<file path="config.mk">
export PLATFORM = sky130hd
export DESIGN_NAME = reg_file_arbiter
export DESIGN_NICKNAME = d
export VERILOG_FILES = /design/src/rtl/reg_file_pkg.sv /design/src/rtl/rr_arbiter.sv /design/src/rtl/reg_file_arbiter.sv
export SDC_FILE = /design/constraint.sdc
export NUM_CORES = 1
export LEC_CHECK = 0
export ABC_AREA = 1
export CAP_MARGIN = 10
export CORE_ASPECT_RATIO = 0.7
export CORE_MARGIN = 1
export CORE_UTILIZATION = 30
export CTS_CLUSTER_SIZE = 16
export DETAILED_ROUTE_END_ITERATION = 7
export PLACE_DENSITY = 0.7
export SYNTH_ARGS = -nofsm -noshare
export SYNTH_HDL_FRONTEND = slang
export SYNTH_SLANG_ARGS = --single-unit
export TNS_END_PERCENT = 5
</file>
<file path="constraint.sdc">
create_clock -name clk -period 2.1 [get_ports clk]
set_clock_uncertainty 0.15 [all_clocks]
set_input_delay 0.315 -clock clk [delete_from_list [all_inputs] [get_ports clk]]
set_output_delay 0.315 -clock clk [all_outputs]
set_load 0.005 [all_outputs]
</file>
<file path="src/rtl/reg_file_pkg.sv">
// Shared constants and types for the register-file write scheduler.
// Latency: n/a (declarations only).
// Backpressure: n/a.
package reg_file_pkg;

    localparam int REG_COUNT = 8;
    localparam int DATA_W    = 16;
    localparam int ADDR_W    = 3;
    localparam int NUM_REQ   = 3;

    localparam int REQ_ALU   = 0;
    localparam int REQ_MEM   = 1;
    localparam int REQ_LINK  = 2;

    localparam int CNT_W     = 2;
    typedef logic [CNT_W-1:0] cnt_t;
    localparam cnt_t CNT_MAX = cnt_t'(3);

    // Saturating-free next count: callers guarantee no overflow (reserve gated at CNT_MAX)
    // and no underflow (commit at zero is flagged, not applied).
    function automatic cnt_t cnt_next(input cnt_t cur, input logic inc, input logic dec);
        cnt_t nxt;
        nxt = cur;
        if (inc && !dec) begin
            nxt = cur + 1'b1;
        end else if (dec && !inc && (cur != '0)) begin
            nxt = cur - 1'b1;
        end
        return nxt;
    endfunction

endpackage

</file>
<file path="src/rtl/rr_arbiter.sv">
// Round-robin one-hot grant with a rotating priority pointer.
// Latency: grant is combinational; pointer advances at the next edge.
// Backpressure: none; some valid request is granted every cycle.
module rr_arbiter #(
    parameter int N = 3
) (
    input  logic         clk_i,
    input  logic         rst_ni,
    input  logic [N-1:0] req_i,
    output logic [N-1:0] gnt_o
);

    localparam int PTR_W = (N > 1) ? $clog2(N) : 1;

    logic [PTR_W-1:0] ptr_q, ptr_d;
    logic [PTR_W:0]   sum;
    logic [PTR_W-1:0] idx;
    logic             found;

    always_ff @(posedge clk_i or negedge rst_ni) begin
        if (!rst_ni) begin
            ptr_q <= '0;
        end else begin
            ptr_q <= ptr_d;
        end
    end

    // Scan from ptr upward with wrap; the first hit wins and the pointer moves past it.
    always_comb begin
        gnt_o = '0;
        ptr_d = ptr_q;
        found = 1'b0;
        sum   = '0;
        idx   = '0;
        for (int i = 0; i < N; i++) begin
            sum = {1'b0, ptr_q} + (PTR_W+1)'(i);
            if (sum >= (PTR_W+1)'(N)) begin
                sum = sum - (PTR_W+1)'(N);
            end
            idx = sum[PTR_W-1:0];
            if (!found && req_i[idx]) begin
                found      = 1'b1;
                gnt_o[idx] = 1'b1;
                ptr_d      = (idx == PTR_W'(N-1)) ? '0 : idx + 1'b1;
            end
        end
    end

endmodule

</file>
<file path="src/rtl/reg_file_arbiter.sv">
// Write-port scheduler for the 8x16 register file plus per-register pending-write scoreboard.
// Latency: grant in cycle N drives wrEn/wrDR/wrData in N+1; busy clears in N+2.
// Backpressure: regFile never stalls; requesters wait on reqReady, decode waits on reserveReady.
module reg_file_arbiter
    import reg_file_pkg::*;
#(
    parameter int NUM_REQ = 3,
    parameter int DATA_W  = 16,
    parameter int ADDR_W  = 3
) (
    input  logic                      clk,
    input  logic                      rstN,
    input  logic [NUM_REQ-1:0]        reqValid,
    input  logic [NUM_REQ*ADDR_W-1:0] reqDR,
    input  logic [NUM_REQ*DATA_W-1:0] reqData,
    output logic [NUM_REQ-1:0]        reqReady,
    output logic                      wrEn,
    output logic [ADDR_W-1:0]         wrDR,
    output logic [DATA_W-1:0]         wrData,
    input  logic                      reserveValid,
    input  logic [ADDR_W-1:0]         reserveDR,
    output logic                      reserveReady,
    output logic [(1<<ADDR_W)-1:0]    busy,
    output logic                      errSticky
);

    localparam int NREG = 1 << ADDR_W;

    typedef struct packed {
        logic [ADDR_W-1:0] dr;
        logic [DATA_W-1:0] dat;
    } wr_req_t;

    logic [NUM_REQ-1:0] gnt;
    wr_req_t            sel;
    wr_req_t            wr_q, wr_d;
    logic               wr_en_q, wr_en_d;
    cnt_t               cnt_q [NREG];
    cnt_t               cnt_d [NREG];
    logic [NREG-1:0]    inc_v, dec_v;
    logic               err_q, err_d;

    rr_arbiter #(.N(NUM_REQ)) u_arb (
        .clk_i  (clk),
        .rst_ni (rstN),
        .req_i  (reqValid),
        .gnt_o  (gnt)
    );

    assign reqReady = gnt;

    // Grant is one-hot, so an OR-style select of the winning slice is sufficient.
    always_comb begin
        sel = '0;
        for (int i = 0; i < NUM_REQ; i++) begin
            if (gnt[i]) begin
                sel.dr  = reqDR[i*ADDR_W +: ADDR_W];
                sel.dat = reqData[i*DATA_W +: DATA_W];
            end
        end
    end

    always_comb begin
        wr_en_d = |gnt;
        wr_d    = wr_q;
        if (|gnt) begin
            wr_d = sel;
        end
    end

    always_ff @(posedge clk or negedge rstN) begin
        if (!rstN) begin
            wr_en_q <= 1'b0;
            wr_q    <= '0;
        end else begin
            wr_en_q <= wr_en_d;
            wr_q    <= wr_d;
        end
    end

    assign wrEn   = wr_en_q;
    assign wrDR   = wr_q.dr;
    assign wrData = wr_q.dat;

    assign reserveReady = reserveValid && (cnt_q[reserveDR] != CNT_MAX);

    always_comb begin
        inc_v = '0;
        dec_v = '0;
        for (int r = 0; r < NREG; r++) begin
            inc_v[r] = reserveReady && (reserveDR == ADDR_W'(r));
            dec_v[r] = wr_en_q && (wr_q.dr == ADDR_W'(r));
        end
    end

    // A commit with no matching reservation (and no same-cycle reserve to cancel it) is an error.
    always_comb begin
        err_d = err_q;
        for (int r = 0; r < NREG; r++) begin
            cnt_d[r] = cnt_next(cnt_q[r], inc_v[r], dec_v[r]);
            if (dec_v[r] && !inc_v[r] && (cnt_q[r] == '0)) begin
                err_d = 1'b1;
            end
        end
    end

    always_ff @(posedge clk or negedge rstN) begin
        if (!rstN) begin
            for (int r = 0; r < NREG; r++) begin
                cnt_q[r] <= '0;
            end
            err_q <= 1'b0;
        end else begin
            for (int r = 0; r < NREG; r++) begin
                cnt_q[r] <= cnt_d[r];
            end
            err_q <= err_d;
        end
    end

    always_comb begin
        busy = '0;
        for (int r = 0; r < NREG; r++) begin
            busy[r] = (cnt_q[r] != '0);
        end
    end

    assign errSticky = err_q;

endmodule

</file>
Yosys cells after proc, flatten, opt, wreduce, memory -nomap -nowiden
Index checks and enable logic that the tools add are counted.

storage, ports and cells
  logic and storage cells = 225
  output and inout bits = 33
  input port bits = 66
  bits in registers = 39

operators by class
  bitwise operators = 3
  $lt $le $gt $ge = 10
  mux-type cells = 56
  equality and inequality tests = 18
  reductions and logical operators = 101
  $add $sub $neg = 24

operators with widths
  operator                                                    number
  2-to-1 mux 19 bit                                           3
  logical AND 1 bit                                           54
  2-to-1 mux 2 bit                                            27
  nonzero test 2 bit                                          16
  equality test 3 bit, second input constant                  8
  adder 2 x 1 -> 2 bit, second input constant                 11
  logical NOT 1 bit                                           18
  logical NOT 2 bit                                           8
  2-to-1 mux 1 bit                                            16
  subtractor 2 x 1 -> 2 bit, second input constant            8
  equality test 3 x 2 -> 1 bit, second input constant         4
  less-than comparator 2 x 3 -> 1 bit, second input constant  3
  2-to-1 mux 3 bit                                            3
  nonzero test 8 bit                                          1
  binary-select mux 1 bit (select 2 bit)                      3
  binary-select mux 2 bit (select 3 bit)                      1
  demux 1 bit (select 2 bit)                                  3
  equality test 2 bit, second input constant                  3
  equality test 3 x 1 -> 1 bit, second input constant         2
  >= comparator 2 x 1 -> 1 bit, second input constant         3
  >= comparator 3 x 2 -> 1 bit, second input constant         2
  logical NOT 3 bit                                           2
  bitwise OR 3 bit                                            2
  subtractor 2 bit, second input constant                     3
  other kinds (8)                                             8

Longest topological paths before layout
Gate-level depths: netlist (run 1).

  word-level depth = 18
  mapped depth = 15
  gate-level depth less buffers = 14

By module
From an unflattened synthesis (run 1), not the netlist that was laid out.

unflattened totals
  cells, all modules = 422
  area total of the unflattened synthesis = 2750.1 µm²

modules (own cells, without submodules)
  module            seq. area each (µm²)  area an instance (µm²)  cells each  instances
  reg_file_arbiter  925.9                 2356.0                  357         1
  rr_arbiter        50.0                  394.1                   65          1

Worst setup path after synthesis (run 1)
Ideal clock, no wire load.

  path type = register -> register
  from = register u_arb.ptr_q[0]
  to = register wr_q (netlist bit wrData[10])
  path slack = 0.049 ns
  buffers on the path = 2
  setup time = 0.124 ns
  data arrival time = 1.777 ns
  required time = 1.826 ns
  stages on the path, launching flop included = 15
  period minus slack after synthesis = 2.051 ns
  path through = dfrtp_1 -> inv_1 -> ha_1 -> inv_2 -> nand2_1 -> nand2_1 -> nand2_4 -> nor2_4 -> nand2_1 -> nand3_2 -> inv_2 -> buf_4 -> buf_6 -> nand3_2 -> nand3_1

on the way
  longest elaborated chain between the ends = 14
  elaborated cells on any way between the ends = 47
  those cells by class = add/sub (5); order compare (9); mux (23); bitwise (2); reduce/logical (8)

ends and longest elaborated chain
  element                                                                                  line                    text
  start, declared                                                                          rr_arbiter.sv:15        logic [PTR_W-1:0] ptr_q, ptr_d;
  start signal, assigned                                                                   rr_arbiter.sv:24        ptr_q <= ptr_d;
  adder 2 x 1 -> 3 bit, or another cell as far along                                       rr_arbiter.sv:36        sum = {1'b0, ptr_q} + (PTR_W+1)'(i);
  >= comparator 3 x 2 -> 1 bit, or another cell as far along                               rr_arbiter.sv:37        if (sum >= (PTR_W+1)'(N)) begin
  2-to-1 mux 2 bit, or another cell as far along                                           rr_arbiter.sv:37
  less-than comparator 2 x 3 -> 1 bit (not written as such), or another cell as far along  rr_arbiter.sv:43        gnt_o[idx] = 1'b1;
  logical AND 1 bit (not written as such), or another cell as far along                    rr_arbiter.sv:43
  2-to-1 mux 1 bit (not written as such), or another cell as far along                     rr_arbiter.sv:43
  demux 1 bit (select 2 bit), or another cell as far along                                 -
  bitwise OR 3 bit (no source line) / 2-to-1 mux 1 bit (equally long branches)             -
  2-to-1 mux 3 bit / logical NOT 1 bit (equally long branches)                             rr_arbiter.sv:41        if (!found && req_i[idx]) begin
  bitwise OR 3 bit (no source line) / logical AND 1 bit (equally long branches)            -
  2-to-1 mux 3 bit *                                                                       rr_arbiter.sv:41
  2-to-1 mux 19 bit (3 in series)                                                          reg_file_arbiter.sv:56  if (gnt[i]) begin
  end signal, assigned                                                                     reg_file_arbiter.sv:77  wr_q <= wr_d;
  end, declared                                                                            reg_file_arbiter.sv:36  wr_req_t wr_q, wr_d;

Mark *: on every way between the ends. The rest lies on a longest branch, timed or not. The select of a mux whose other input is x is not followed.
A chain may end at the register's enable or synchronous reset.

Worst setup path in the final report (run 1)
  from = register u_arb.ptr_q[1]
  to = register wr_q (netlist bit wrData[11])

The elaborated chain is that of the path after synthesis.

==> results.toml, run 1 <==
[status]
run_status = "finished, violations left"
violations = "setup timing"

[pwr]
cellPowerDensity_nw_per_um2 = 1930
ir_drop_mv = 1.60
p_sw_mw = 4.34
power_frac_clock_pct = 7.4
switching_share_pct = 45.7
p_leak_nw = 2.45
combPwrFrac_pct = 76.4
power_mw = 9.50
p_int_mw = 5.16
seqPwrFrac_pct = 16.2

[synth]
synth-seq-cells = 39
yosysWarnings = 0
yosysSeqAreaShare_pct = 33.3
synth_ff_type = "dfrtp_1"
synth_cells = 445
synth_fp_nets = 515
async_reset_ff_share_pct = 100
netlist_area_um2 = 2930
synth_top_area_cell = "dfrtp_1"
synth_edf_count = 0
synth.area.top_cells = "dfrtp_1, nand2_1, nand3_1, inv_1, nand3_2"
avgSynthCellArea_um2 = 6.58
synth_top_area_share_pct = 33.3
synth_cell_types = 29

[placed_design]
port_buffers = 98
gp_congestion = 0.853
dp.cells = 686
hpwl_um = 6850
post_dp_cell_area_um2 = 4270

[setup_path]
worstSetupStartpointType = "flip-flop"
cp_slowest_cell = "dfrtp_1"
crit_arrival_ns = 2.39
worstRegToRegCells = 15
cp-end-kind = "flip-flop"
cp.depth = 15
critPathTopFamily = "simple AND/OR/NAND/NOR gates"
path_buf_inv = 6
worstPathCellList = "buf_6 -> ha_4 -> inv_4 -> nand2_2 -> nand2_2 -> nand2_4 -> nor2_4 -> nand2_2 -> nand3_4 -> buf_6 -> buf_6 -> clkinv_8 -> buf_16 -> nand3_2 -> nand3_2"
path_class = "reg2reg"
crit_required_ns = 2.10
critPathMaxStageDelay_ns = 0.42
crit_fanout = 7

[die]
dieWidth_um = 120
die_h_um = 84.7
io_pins = 99
num_rows = 29
die-area_um2 = 10200
core_region_area_um2 = 9250
start_util_pct = 31.7

[global_routing]
track_usage_pct = 19.3
grt.overflow.total = 0
grt_pass1_vias = 3388
grt_pass1_wl_um = 15900
antenna_found_initial = 0
grt_max_degree = 28

[clock_network]
path_clk_slew_ns = 0.06
cts_inserted_buffers = 5
cts_htree_levels = 2
cts_max_path_buffers = 2
tritoncts = "yes"
cts_root_buf = "clkbuf_16"
insertion_delay_ns = 0.28
clkSinkCount = 39

[drt]
firstDrtPassIters = 4
drt-wirelength-per-cell_um = 13.8
drt_iter0_markers = 159
drc = 0
wirelength_um = 9770
vias = 3385
viasPerCell = 4.78
ant_nets = 0

[final_layout]
fin_cells = 708
antenna_cells = 0
final_net_count = 655
syn_to_final_growth_pct = 67.7
fillerInstances = 883
drive_above_1_share_pct = 25.3
final_cell_area_um2 = 4910

[flow_run]
max_cap_viol_count = 0

[sta]
setup_ws_ns = -0.284
max-slew-margin-rel_pct = 55.5
period_needed_ns = 2.38
finalMaxSlewViolations = 0
finalSetupViolations = 23
rsz0062_at_grt = "yes"
fmax_mhz = 420
finalSetupTns_ns = -5.91
hold_viol = 0
fin_crit_sh_pct = 114
whs_ns = 0.358
tightest_slew_ns = 0.668

[min_path]
holdPathStages = 2
hp-class = "reg2reg"
==> metal layers <==
metal | vias up | track usage (%) | wire length (um)
met2 | 117 | 32.6 | 4720
met4 | 0 | 4.77 | 129
met3 | 13 | 3.46 | 556
li1 | 1682 | - | -
met1 | 1573 | 25.3 | 4370
met5 | - | 0 | 0
==> cells in the mapped netlist, types with 5 or more instances <==
library cell and instances:
inv_2 5, o21ai_0 8, dfrtp_1 39, nand3_1 59, inv_1 55, buf_2 9
nor2_1 38, or2_1 6, nand2_1 148, nand3_2 17, a21oi_1 20
==> path summary, 6_finish.rpt <==
path | start | to | slack [ns]
setup / recovery | u_arb.ptr_q[1] | wrData[11] | -0.28
hold / removal | cnt_q[5] | cnt_q[5] | 0.36
setup reg to reg | u_arb.ptr_q[1] | wrData[11] | -0.28
hold reg to reg | cnt_q[5] | cnt_q[5] | 0.36
max in group asynchronous | rstN | wrData[2] | 0.76
min in group asynchronous | rstN | wrData[1] | 0.47
==> tightest hold or removal path: cells and delay by family, from the launching register on <==
family,cells,cell delay (ns)
flip-flops,1,0.34
AO/OA/AOI/OAI,2,0.13
==> timing repair <==
| action | 4_1_cts | 5_1_grt |
|---|---|---|
| endpoints found under the hold margin | 25 | 0 |
| gates cloned | 2 | 2 |
| hold buffers | 1 | 0 |
| setup endpoints to repair | 24 | 26 |
| buffers inserted | 7 | 4 |
| resized for setup | 52 | 47 |
| pin swaps | 8 | 29 |
==> layout by cell type, fill, tap and decap left out, drive strengths merged, types with 8 or more instances in the layout <==
master	Yosys	routed
o21ai	12	12
nor2	40	40
a21oi	20	20
dfrtp	39	39
nand3	77	77
buf	15	52
clkdlybuf4s50	0	91
clkbuf	1	8
nand2	153	153
inv	60	59
==> layout make-up <==
type	instances	area, um2	share of cell area (%)
Tap cell	124	155	3.16
Timing Repair Buffer	149	1520	31.0
Inverter	60	243	4.94
Clock buffer	6	129	2.62
Sequential cell	39	977	19.9
Multi-Input combinational cell	330	1890	38.4
==> logic make-up (layout without fill, tap and decap cells) <==
group	after synthesis	in the layout	share of synthesized area, %
simple gates	287	287	46.7
buf+inv	76	215	10.9
flops	39	39	33.3
compound gates	35	35	6.15
fa+ha+maj	4	4	1.71
xor+xnor	4	4	1.20
==> sequential cells by signal (all words and copies together), names as in the netlist <==
signal       flops
u_arb.ptr_q      2
wrData          16
wrDR             3
wrEn             1
errSticky        1
cnt_q           16
==> stage by stage <==
stage / setup slack, ns / utilization (%)
after floorplan: 0.0488 / -
after global placement: -0.361 / 46.1
after detailed placement: -0.407 / 46.1
after CTS: -0.177 / 50.1
after global routing: -0.365 / 53.1
final: -0.284 / 53.1
==> power by group through the flow <==
stage | Combinational [mW] | Sequential (mW) | Clock, mW
after floorplan | 3.28 | 1.46 | 0
after global placement | 5.21 | 1.50 | 0
after detailed placement | 5.34 | 1.51 | 0
after CTS | 6.17 | 1.51 | 0.726
after global routing | 7.94 | 1.60 | 0.760
final | 7.26 | 1.54 | 0.707
No activity file was read; power rests on OpenSTA's default activity.
==> run 2, diff against run 1 <==
--- a/config.mk
+++ b/config.mk
@@ -10,9 +10,10 @@
 export CORE_ASPECT_RATIO = 0.7
 export CORE_MARGIN = 1
 export CORE_UTILIZATION = 30
-export CTS_CLUSTER_SIZE = 16
+export CTS_CLUSTER_SIZE = 8
 export DETAILED_ROUTE_END_ITERATION = 7
 export PLACE_DENSITY = 0.7
+export SLEW_MARGIN = 10
 export SYNTH_ARGS = -nofsm -noshare
 export SYNTH_HDL_FRONTEND = slang
 export SYNTH_SLANG_ARGS = --single-unit
==> results of run 2 <==
Final layout, timing and power as in run 1 (identical DEF).
